### src/rtl/msg_pkg.sv
// Shared constants and LFSR step function for the msg_node message generator.
package msg_pkg;

  // Fibonacci taps 16,14,13,11 as bit positions 0,2,3,5 of a right-shifting register
  localparam logic [15:0] LfsrTaps   = 16'h002D;
  localparam logic [15:0] DefaultSeed = 16'hACE1;

  function automatic logic [15:0] lfsr_next(input logic [15:0] s);
    return {^(s & LfsrTaps), s[15:1]};
  endfunction

endpackage

### src/rtl/msg_fifo.sv
// Power-of-two tx queue; a pop in the same cycle frees the slot for a push when full.
module msg_fifo #(
  parameter int unsigned WIDTH = 6,
  parameter int unsigned DEPTH = 4
) (
  input  logic             clk,
  input  logic             rst_n,
  input  logic             push,
  input  logic [WIDTH-1:0] wdata,
  input  logic             pop,
  output logic [WIDTH-1:0] rdata,
  output logic             full,
  output logic             empty
);

  localparam int unsigned PtrW = $clog2(DEPTH);
  localparam int unsigned CntW = PtrW + 1;

  logic [WIDTH-1:0] mem_q [DEPTH];
  logic [PtrW-1:0]  wr_ptr_q, rd_ptr_q;
  logic [CntW-1:0]  cnt_q, cnt_d;
  logic             do_push, do_pop;

  assign full    = (cnt_q == CntW'(DEPTH));
  assign empty   = (cnt_q == '0);
  assign do_pop  = pop && !empty;
  assign do_push = push && (!full || do_pop);
  assign rdata   = mem_q[rd_ptr_q];

  always_comb begin
    cnt_d = cnt_q;
    if (do_push && !do_pop) begin
      cnt_d = cnt_q + CntW'(1);
    end else if (do_pop && !do_push) begin
      cnt_d = cnt_q - CntW'(1);
    end
  end

  always_ff @(posedge clk) begin
    if (do_push) begin
      mem_q[wr_ptr_q] <= wdata;
    end
  end

  always_ff @(posedge clk or negedge rst_n) begin
    if (!rst_n) begin
      wr_ptr_q <= '0;
      rd_ptr_q <= '0;
      cnt_q    <= '0;
    end else begin
      if (do_push) wr_ptr_q <= wr_ptr_q + PtrW'(1);
      if (do_pop)  rd_ptr_q <= rd_ptr_q + PtrW'(1);
      cnt_q <= cnt_d;
    end
  end

endmodule

### src/rtl/msg_node.sv
// Message node: periodic LFSR message generator feeding a tx FIFO, plus an addressed rx sink.
// Optional even-parity protection on both links is enabled by defining MSG_NODE_PARITY_EN.
module msg_node
  import msg_pkg::*;
#(
  parameter int unsigned W       = 4,
  parameter int unsigned ID_W    = 2,
  parameter int unsigned NODE_ID = 0,
  parameter int unsigned PERIOD  = 2,
  parameter int unsigned DEPTH   = 4,
  parameter logic [15:0] SEED    = DefaultSeed
) (
  input  logic                clk,
  input  logic                rst_n,
  output logic [ID_W+W-1:0]   tx_data,
  output logic                tx_valid,
  input  logic                tx_ready,
  input  logic [ID_W+W-1:0]   rx_data,
  input  logic                rx_valid,
  output logic                rx_ready,
  output logic [W-1:0]        rx_msg,
  output logic                rx_msg_valid,
  output logic [7:0]          drop_count
`ifdef MSG_NODE_PARITY_EN
  ,
  output logic                tx_par,
  input  logic                rx_par,
  output logic [7:0]          err_count
`endif
);

  localparam int unsigned MW      = ID_W + W;
  localparam int unsigned CntW    = (PERIOD > 1) ? $clog2(PERIOD) : 1;
  localparam logic [15:0] SeedEff = (SEED == 16'h0000) ? 16'h0001 : SEED;

  logic [CntW-1:0] cnt_q, cnt_d;
  logic [15:0]     lfsr_q, lfsr_nxt;
  logic            gen;
  logic            fifo_full, fifo_empty, pop, drop;
  logic [7:0]      drop_q;
  logic [W-1:0]    rx_msg_q;
  logic            rx_msg_valid_q;
  logic            rx_hit, par_ok;

  assign gen      = (cnt_q == CntW'(PERIOD - 1));
  assign cnt_d    = gen ? '0 : cnt_q + CntW'(1);
  assign lfsr_nxt = lfsr_next(lfsr_q);

  always_ff @(posedge clk or negedge rst_n) begin
    if (!rst_n) begin
      cnt_q  <= '0;
      lfsr_q <= SeedEff;
    end else begin
      cnt_q <= cnt_d;
      if (gen) lfsr_q <= lfsr_nxt;
    end
  end

  msg_fifo #(
    .WIDTH (MW),
    .DEPTH (DEPTH)
  ) u_fifo (
    .clk   (clk),
    .rst_n (rst_n),
    .push  (gen),
    .wdata (lfsr_nxt[MW-1:0]),
    .pop   (pop),
    .rdata (tx_data),
    .full  (fifo_full),
    .empty (fifo_empty)
  );

  assign tx_valid = !fifo_empty;
  assign pop      = tx_valid && tx_ready;
  // A same-cycle pop makes room, so only a full FIFO with no pop loses the message
  assign drop     = gen && fifo_full && !pop;

  always_ff @(posedge clk or negedge rst_n) begin
    if (!rst_n) begin
      drop_q <= '0;
    end else if (drop && (drop_q != 8'hFF)) begin
      drop_q <= drop_q + 8'd1;
    end
  end

  assign drop_count = drop_q;

  // The sink never stalls, so readiness simply tracks reset
  assign rx_ready = rst_n;

`ifdef MSG_NODE_PARITY_EN
  logic [7:0] err_q;

  assign tx_par = ^tx_data;
  assign par_ok = (rx_par == ^rx_data);

  always_ff @(posedge clk or negedge rst_n) begin
    if (!rst_n) begin
      err_q <= '0;
    end else if (rx_valid && rx_ready && !par_ok && (err_q != 8'hFF)) begin
      err_q <= err_q + 8'd1;
    end
  end

  assign err_count = err_q;
`else
  assign par_ok = 1'b1;
`endif

  assign rx_hit = rx_valid && rx_ready && par_ok && (rx_data[MW-1:W] == ID_W'(NODE_ID));

  always_ff @(posedge clk or negedge rst_n) begin
    if (!rst_n) begin
      rx_msg_q       <= '0;
      rx_msg_valid_q <= 1'b0;
    end else begin
      rx_msg_valid_q <= rx_hit;
      if (rx_hit) rx_msg_q <= rx_data[W-1:0];
    end
  end

  assign rx_msg       = rx_msg_q;
  assign rx_msg_valid = rx_msg_valid_q;

endmodule
### config.mk
export PLATFORM = sky130hd
export DESIGN_NAME = msg_node
export DESIGN_NICKNAME = d
export VERILOG_FILES = /design/src/rtl/msg_pkg.sv /design/src/rtl/msg_fifo.sv /design/src/rtl/msg_node.sv
export SDC_FILE = /design/constraint.sdc
export NUM_CORES = 1
export LEC_CHECK = 0
export BUFFER_PORTS_ARGS = -buffer_cell sky130_fd_sc_hd__buf_4
export CAP_MARGIN = 25
export CORE_ASPECT_RATIO = 1.25
export CORE_MARGIN = 4
export CORE_UTILIZATION = 53
export CTS_CLUSTER_SIZE = 24
export DETAILED_ROUTE_END_ITERATION = 12
export PLACE_DENSITY = 0.76
export SLEW_MARGIN = 20
export SYNTH_ARGS = -nofsm -noshare
export SYNTH_HDL_FRONTEND = slang
export SYNTH_SLANG_ARGS = --single-unit
### constraint.sdc
create_clock -name clk -period 6.33 [get_ports clk]
set_input_delay 0.3165 -clock clk [delete_from_list [all_inputs] [get_ports clk]]
set_output_delay 0.3165 -clock clk [all_outputs]
set_load 0.05 [all_outputs]
==> results of run 1 <==
## registers in the layout (all words and copies together), names as in the netlist
signal,count
u_fifo.mem_q,24
lfsr_q,16
drop_count,8
rx_msg,4
u_fifo.cnt_q,3
u_fifo.rd_ptr_q,2
u_fifo.wr_ptr_q,2
cnt_q,1
rx_msg_valid,1
## cells in the final DEF (no fill, tap or decap), drive strengths merged, types with 2 or more instances in the layout
master  instances
buf            30
dfrtp          29
edfxtp         24
mux2           21
xnor2          11
clkbuf          9
dfstp           8
mux4            6
nand2           6
ha              6
and3            6
clkinv          6
nor2            5
inv             4
xor2            4
nand3           4
a21oi           2
## per-layer routing
layer	global-route usage [%]	vias up	wire (um)
met5	0	-	0
met4	7.82	0	81
met3	5.45	7	206
met2	27.0	37	2140
met1	17.1	664	1500
li1	-	626	-
## stage by stage
stage,setup slack (ps),util [%],std cells,hold slack (ps)
after global routing,3440,66.1,252,210
final,3780,66.1,252,211
after CTS,3730,66.1,252,199
after detailed placement,3760,61.9,235,308
after global placement,3910,61.9,235,296
after floorplan,4030,-,152,20.9
## worst max-delay path, delay by kind of cell (launching register included)
family,cells,cell delay (ps)
buffers and inverters,2,320
AND/OR/NAND/NOR,2,430
adder cells (fa/ha/maj),2,610
XOR/XNOR,2,310
flip-flops,1,830
## final timing paths
check | start | endpoint | slack (ps) | cells after the start
worst max-delay path | cnt_q | u_fifo.cnt_q[2] | 3780 | 8
worst min-delay path | rx_data[4] | rx_msg_valid | 210 | 2
worst max register to register | cnt_q | u_fifo.cnt_q[2] | 3780 | 8
worst min register to register | lfsr_q[15] | lfsr_q[15] | 500 | 2
max in group asynchronous | rst_n | lfsr_q[11] | 5480 | 2
min in group asynchronous | rst_n | lfsr_q[2] | 490 | 2
## cell families after synthesis
group	Yosys count	synth area share [%]
flops	61	66.1
mux	27	14.8
simple gates	27	6.24
xor+xnor	15	5.24
buf+inv	9	1.50
fa+ha+maj	7	3.80
compound gates	6	2.25
## cell type report
type	count	area share, %
sequential	61	55.8
multi-input combinational	82	27.3
timing repair buffer	31	7.92
clock buffer	9	4.17
tap	58	2.44
clock inverter	7	1.90
inverter	4	0.505
## where the power goes
group          switching (W)  total [W]  internal, W  leakage [nW]
Sequential         0.0000582   0.000529     0.000470         0.622
Combinational       0.000168   0.000284     0.000116         0.495
Clock               0.000133   0.000308     0.000175        0.0953
Total               0.000359    0.00112     0.000762          1.21
==> metrics.cfg, run 1 <==
[clock_network]
cts_htree_levels = 3
path_clk_slew_ps = 60
cts.sinks = 61
cts_buffers = 9
root_buffer = clkbuf_8
post_cts_buffers = 0
cts_resized = 0
cts_hold_repair.buffers = 1
cts_tree = yes
clkLatencyLatePin_ps = 330
clock_path_buffers = 2

[global_routing]
grt-ovfl-total = 0
antenna_found_initial = 0
grt_pass1_wl_mm = 7.00
grt_usage_pct = 15.7
grt_max_degree = 40
grt_pass1_vias = 1458

[critical_path]
crit_chain = inv_1 -> nor2_1 -> ha_1 -> inv_1 -> fa_1 -> xor2_1 -> nor2_1 -> xor2_1
path_max_fanout = 23
max_stage_delay_ps = 830
cp-end-kind = register
cpMaxStageDelayCell = dfrtp_1
cp-start-kind = register
arrival_ps = 2800
cp.required_ps = 6580
critPathKind = register to register

[power_and_ir_drop]
p_per_area_nw_per_um2 = 377
irDropWorstVdd_v = 0.000321
p_leak_nw = 1.21
power_w = 0.00112

[sta]
rsz0062_at_grt = false
skew_ps = 3.91
drv_slew = 0
timing.fmax_mhz = 391
finalHoldViolCount = 0
period_needed_ps = 2550
setup_violations = 0
max_slew_margin_pct = 49.6
worstMarginPinSlew_ps = 756
fin_crit_sh_pct = 40.4
tns_ps = 0

[routing]
dr.pass1.iters = 4
viasPerCell = 5.29
routed_wl_mm = 3.93
num_vias = 1334
drt_iter0_drc = 72
wl_per_cell_um = 15.6
drc = 0
ant_nets = 0

[yosys]
yosys_warnings = 0
synth_nets = 169
synthTopCellsByArea = dfrtp_1, edfxtp_1, mux2_2
synth_edf_count = 24
syn-mean-instance-area_um2 = 16.5
netlist.area_leader.share_pct = 29.0
synthArstFlopShare_pct = 60.7
yosysSeqAreaShare_pct = 66.1
yosys_register_bits = 61
synthesis.area_um2 = 2500
synth_top_cell_by_area = dfrtp_1
synthFlopType = dfrtp_1
synth_cells = 152
netlist-cell-type-count = 29
synth.most_common_cell = dfrtp_1
synth_common_cells = dfrtp_1, edfxtp_1, mux2_2

[floorplanning]
die_h_um = 84.9
rows = 27
dieArea_um2 = 5900
coreArea_um2 = 4490
die_w_um = 69.5
initial_core_util_pct = 55.8
ios = 31

[worst_hold_path]
hold_class = primary input to register

[final_layout]
diodes = 0
syn2layout_area_growth_pct = 18.6
stdcell_area_um2 = 2970
n_fill_cell = 317
regArea_um2 = 1660
multi_input_area_um2 = 811
nets = 206
drive_above_1_share_pct = 43.8

[job]
max_cap_violations = 0

[place]
numPortBuffers = 30
gp_congestion = 0.732
dpl.hpwl_mm = 2.83
dpl_cell_area_um2 = 2780

[outcome]
status = completed

Power figures use the tool's default switching activity.
==> run 2: changes to the inputs <==
--- a/config.mk
+++ b/config.mk
@@ -9,7 +9,7 @@
 export CAP_MARGIN = 25
 export CORE_ASPECT_RATIO = 1.25
 export CORE_MARGIN = 4
-export CORE_UTILIZATION = 53
+export CORE_UTILIZATION = 51
 export CTS_CLUSTER_SIZE = 24
 export DETAILED_ROUTE_END_ITERATION = 12
 export PLACE_DENSITY = 0.76
==> constraint.sdc (replaced) <==
create_clock -name clk -period 2.09 [get_ports clk]
set_input_delay 0.1045 -clock clk [delete_from_list [all_inputs] [get_ports clk]]
set_output_delay 0.1045 -clock clk [all_outputs]
set_load 0.05 [all_outputs]
==> run 2 against run 1 <==
Net effect:
- final cell count increased by 4.0%
- core utilization decreased by 0.74 points
- hold slack got worse by 190 ps
- critical path depth decreased by 1
- critical endpoint is now u_fifo.cnt_q[1]
- largest power group unchanged
- die area increased by 3.5%
- non-clock buffer count increased by 8
- combinational power increased to 3.4 times the previous value
==> metrics.cfg, run 2 (same netlist as run 1, synthesis figures left out) <==
[sta]
max_slew_margin_pct = 59.7
drv_slew = 0
timing.fmax_mhz = 497
setup_violations = 0
finalHoldViolCount = 0
fin_crit_sh_pct = 96.3
skew_ps = 9.96
period_needed_ps = 2010
worstMarginPinSlew_ps = 599
tns_ps = 0

[floorplanning]
die_h_um = 86.4
initial_core_util_pct = 53.0
rows = 28
ios = 31
coreArea_um2 = 4730
dieArea_um2 = 6100
die_w_um = 70.7

[critical_path]
arrival_ps = 2210
critPathKind = register to register
r2r_setup_slack_ps = 80
cp-start-kind = register
rr_startpoint = u_fifo.cnt_q[0]
cp-end-kind = register
reg2reg_to = u_fifo.cnt_q[1]
cp.required_ps = 2290
reg2regPathDepth = 7
path_max_fanout = 4

[worst_hold_path]
hold_class = primary input to register
min_delay_worst_endpoint = rx_msg[0]
hold_start = rx_data[0]
worstHoldPathCells = 2

[routing]
drc = 0
dr.pass1.iters = 4
drt_iter0_drc = 24
wl_per_cell_um = 16.4
num_vias = 1377
ant_nets = 0
viasPerCell = 5.26
routed_wl_mm = 4.30

[outcome]
status = completed

[final_layout]
diodes = 0
nets = 214
regArea_um2 = 1660
syn2layout_area_growth_pct = 23.4
largest_register_ffs = 24
layout_commonest_cell = buf_4
multi_input_area_um2 = 852
final_cell_mix = buf_4, dfrtp_1, edfxtp_1
stdcell_area_um2 = 3090
n_fill_cell = 343
largest_register = u_fifo.mem_q
drive_above_1_share_pct = 49.0

[global_routing]
grt_pass1_vias = 1521
grt_max_degree = 39
grt_pass1_wl_mm = 7.22
antenna_found_initial = 0
grt_usage_pct = 15.9
grt-ovfl-total = 0

[clock_network]
cts_buffers = 9
clkLatencyLatePin_ps = 320
cts_tree = yes
path_clk_slew_ps = 60
root_buffer = clkbuf_8
clock_path_buffers = 2
cts.sinks = 61
cts_htree_levels = 3

[power_and_ir_drop]
p_per_area_nw_per_um2 = 1150
p_leak_nw = 1.26
irDropWorstVdd_v = 0.000865

[job]
max_cap_violations = 0

[place]
gp_congestion = 0.754
numPortBuffers = 30
dpl.hpwl_mm = 3.09
dpl_cell_area_um2 = 2810

[run 2: timing repair]
item | CTS | global route
cloned | 0 | 0
resized for setup | 2 | 7
hold endpoints to repair | 29 | 1
endpoints found under the setup margin | 2 | 2
buffers inserted | 0 | 4
hold buffers | 1 | 1
pin swaps | 0 | 4
[run 2: worst max path at each step]
stage	startpoint	endpoint	slack, ps
global placement	u_fifo.cnt_q[0]	u_fifo.cnt_q[2]	100
floorplan	u_fifo.cnt_q[0]	u_fifo.cnt_q[2]	4
detailed placement	u_fifo.cnt_q[0]	u_fifo.cnt_q[1]	-20
global route	u_fifo.cnt_q[0]	u_fifo.cnt_q[2]	-10
CTS	u_fifo.cnt_q[0]	u_fifo.cnt_q[2]	6
finish	u_fifo.cnt_q[0]	u_fifo.cnt_q[1]	80
[run 2: worst max-delay path, stage by stage, from the launching register on]
cell	delay, ps
dfrtp_2	430
buf_4	160
nor4b_4	310
nor2_2	90
ha_4	170
inv_1	70
fa_1	400
mux2_2	270
[run 2: area by class of cell]
cell class / instances / share of cell area [%]
Multi-Input combinational cell: 82 / 27.6
Sequential cell: 61 / 53.7
Inverter: 4 / 0.486
Clock buffer: 11 / 4.57
Tap cell: 60 / 2.43
Timing Repair Buffer: 39 / 9.63
Clock inverter: 5 / 1.66
[run 2: layer usage]
| layer | vias up | part of all wire (%) | track usage (%) |
|---|---|---|---|
| li1 | 642 | - | - |
| met1 | 697 | 36 | 16.2 |
| met2 | 32 | 58 | 28.9 |
| met3 | 6 | 4.4 | 5.22 |
| met4 | 0 | 1.6 | 7.69 |
| met5 | - | 0 | 0 |
[run 2: stage by stage]
step | hold WS [ps] | std cells | power [W] | util [%] | worst slack (ps)
after floorplan | -191 | 152 | 0.00224 | - | 3.99
after global placement | 185 | 240 | 0.00245 | 59.4 | 103
after detailed placement | 200 | 240 | 0.00252 | 59.4 | -16.3
after CTS | 2.97 | 257 | 0.00352 | 63.8 | 6.09
after global routing | 4.05 | 262 | 0.00379 | 65.4 | -11.5
final | 17.6 | 262 | 0.00357 | 65.4 | 76.8
[run 2: where the power goes]
group          total [W]  switching [W]  internal (W)  leakage (nW)
Sequential       0.00161       0.000177       0.00143         0.620
Combinational   0.000976       0.000550      0.000426         0.543
Clock           0.000986       0.000412      0.000575        0.0967
==> run 3: changes to the inputs <==
--- a/config.mk
+++ b/config.mk
@@ -13,6 +13,7 @@
 export CTS_CLUSTER_SIZE = 24
 export DETAILED_ROUTE_END_ITERATION = 12
 export PLACE_DENSITY = 0.76
+export REMOVE_ABC_BUFFERS = 1
 export SLEW_MARGIN = 20
 export SYNTH_ARGS = -nofsm -noshare
 export SYNTH_HDL_FRONTEND = slang
==> run 3 against run 2 <==
Net effect:
- clock power grew 24%
- via count grew 1.5%
- clock skew fell by 2.4 ps
- non-clock buffer count is 5 higher
- power is 6.9% higher
- final cell count rose by 1.9%
- die area unchanged
- final area is 2.3% higher
- combinational power is essentially flat
- core utilization increased by 1.5 points
- wire length is 3.0% lower
- largest power group unchanged
==> metrics.cfg, run 3 (same netlist as run 1, synthesis figures left out) <==
[outcome]
status = completed

[routing]
drc = 0
dr.pass1.iters = 4
ant_nets = 0
routed_wl_mm = 4.17
viasPerCell = 5.23
num_vias = 1397
wl_per_cell_um = 15.6
drt_iter0_drc = 54

[clock_network]
cts_tree = yes
clock_path_buffers = 2
cts_htree_levels = 3
clkLatencyLatePin_ps = 330
cts.sinks = 61
cts_buffers = 9
root_buffer = clkbuf_8
path_clk_slew_ps = 60

[global_routing]
grt_pass1_vias = 1555
grt_max_degree = 39
grt_pass1_wl_mm = 7.24
grt_usage_pct = 15.8
grt-ovfl-total = 0
antenna_found_initial = 0

[place]
numPortBuffers = 30
dpl_cell_area_um2 = 2830
dpl.hpwl_mm = 2.84
dp_cells = 243
gp_congestion = 0.757

[power_and_ir_drop]
p_leak_nw = 1.29
irDropWorstVdd_v = 0.000803
p_per_area_nw_per_um2 = 1210

[sta]
drv_slew = 0
fin_crit_sh_pct = 95.6
max_slew_margin_pct = 59.6
period_needed_ps = 2000
skew_ps = 7.55
hold_ws_ps = 17.8
setup_violations = 0
worstMarginPinSlew_ps = 601
finalHoldViolCount = 0
tns_ps = 0
timing.fmax_mhz = 501

[floorplanning]
ios = 31
coreArea_um2 = 4730
die_h_um = 86.4
initial_core_util_pct = 53.0
rows = 28
die_w_um = 70.7
dieArea_um2 = 6100

[worst_hold_path]
hold_class = primary input to register
hold_start = rx_data[3]

[final_layout]
final_cells = 267
nets = 219
largest_register_ffs = 24
layout_commonest_cell = buf_4
stdcell_area_um2 = 3160
final_cell_mix = buf_4, dfrtp_1, edfxtp_1
n_fill_cell = 334
diodes = 0
drive_above_1_share_pct = 47.8
largest_register = u_fifo.mem_q
syn2layout_area_growth_pct = 26.3

[critical_path]
cp-end-kind = register
max_stage_delay_ps = 400
cpMaxStageDelayCell = dfrtp_1
arrival_ps = 2240
cp-start-kind = register
critPathKind = register to register
crit_chain = or3_4 -> nand2_2 -> ha_4 -> inv_1 -> fa_1 -> xor2_1 -> nor2_1 -> xor2_1
path_max_fanout = 3
cp-startpoint = u_fifo.cnt_q[0]
crit_top_cell = xor2_1
rr_startpoint = u_fifo.cnt_q[0]
cp.required_ps = 2330

[job]
max_cap_violations = 0

-- run 3: report_power, final --
part | switching (W) | internal (W) | total (W)
registers | 0.000155 | 0.00142 | 0.00158
logic | 0.000571 | 0.000442 | 0.00101
clock network | 0.000435 | 0.000785 | 0.00122
total | 0.00116 | 0.00265 | 0.00381
-- run 3: final cells by class --
type	count	area, um2	share of cell area (%)
Clock buffer	9	124	3.92
Clock inverter	7	114	3.60
Inverter	4	15.0	0.475
Multi-Input combinational cell	82	836	26.4
Sequential cell	61	1660	52.4
Tap cell	60	75.1	2.37
Timing Repair Buffer	44	343	10.8
-- run 3: path summary, 6_finish.rpt --
path,cells past startpoint,end,slack (ps)
worst min-delay path,2,rx_msg[3],20
worst min register to register,2,lfsr_q[15],500
worst max register to register,8,u_fifo.cnt_q[2],90
worst max-delay path,8,u_fifo.cnt_q[2],90
min in group asynchronous,3,drop_count[0],380
max in group asynchronous,3,lfsr_q[11],1360
-- run 3: repair_timing --
| action | CTS | global route |
|---|---|---|
| pin swaps | 2 | 1 |
| setup buffers | 3 | 0 |
| hold endpoints to repair | 32 | 0 |
| setup endpoints to repair | 2 | 2 |
| hold buffers | 5 | 0 |
| gates resized for setup | 3 | 2 |
| gates cloned | 0 | 0 |
-- run 3: stage by stage --
step / util (%) / setup WS, ps / power (W)
2_1_floorplan: - / -205 / 0.00222
4_1_cts: 66.5 / 85.0 / 0.00384
3_5_place_dp: 59.8 / -78.9 / 0.00256
5_1_grt: 66.9 / -2.58 / 0.00402
6_report: 66.9 / 92.9 / 0.00381
3_3_place_gp: 59.8 / 34.8 / 0.00248
-- run 3: per-layer routing --
metal | up-vias | GRT usage [%] | share of wire [%]
li1 | 650 | - | -
met1 | 704 | 17.3 | 38
met2 | 37 | 27.4 | 55
met3 | 6 | 4.41 | 5.4
met4 | 0 | 8.72 | 2.0
met5 | - | 0 | 0
-- run 3: worst max-delay path: cells and delay by family (launching register included) --
kind          cells  cell delay (ps)
flops             1              400
buf+inv           1               50
simple gates      3              630
xor+xnor          2              320
fa+ha+maj         2              510
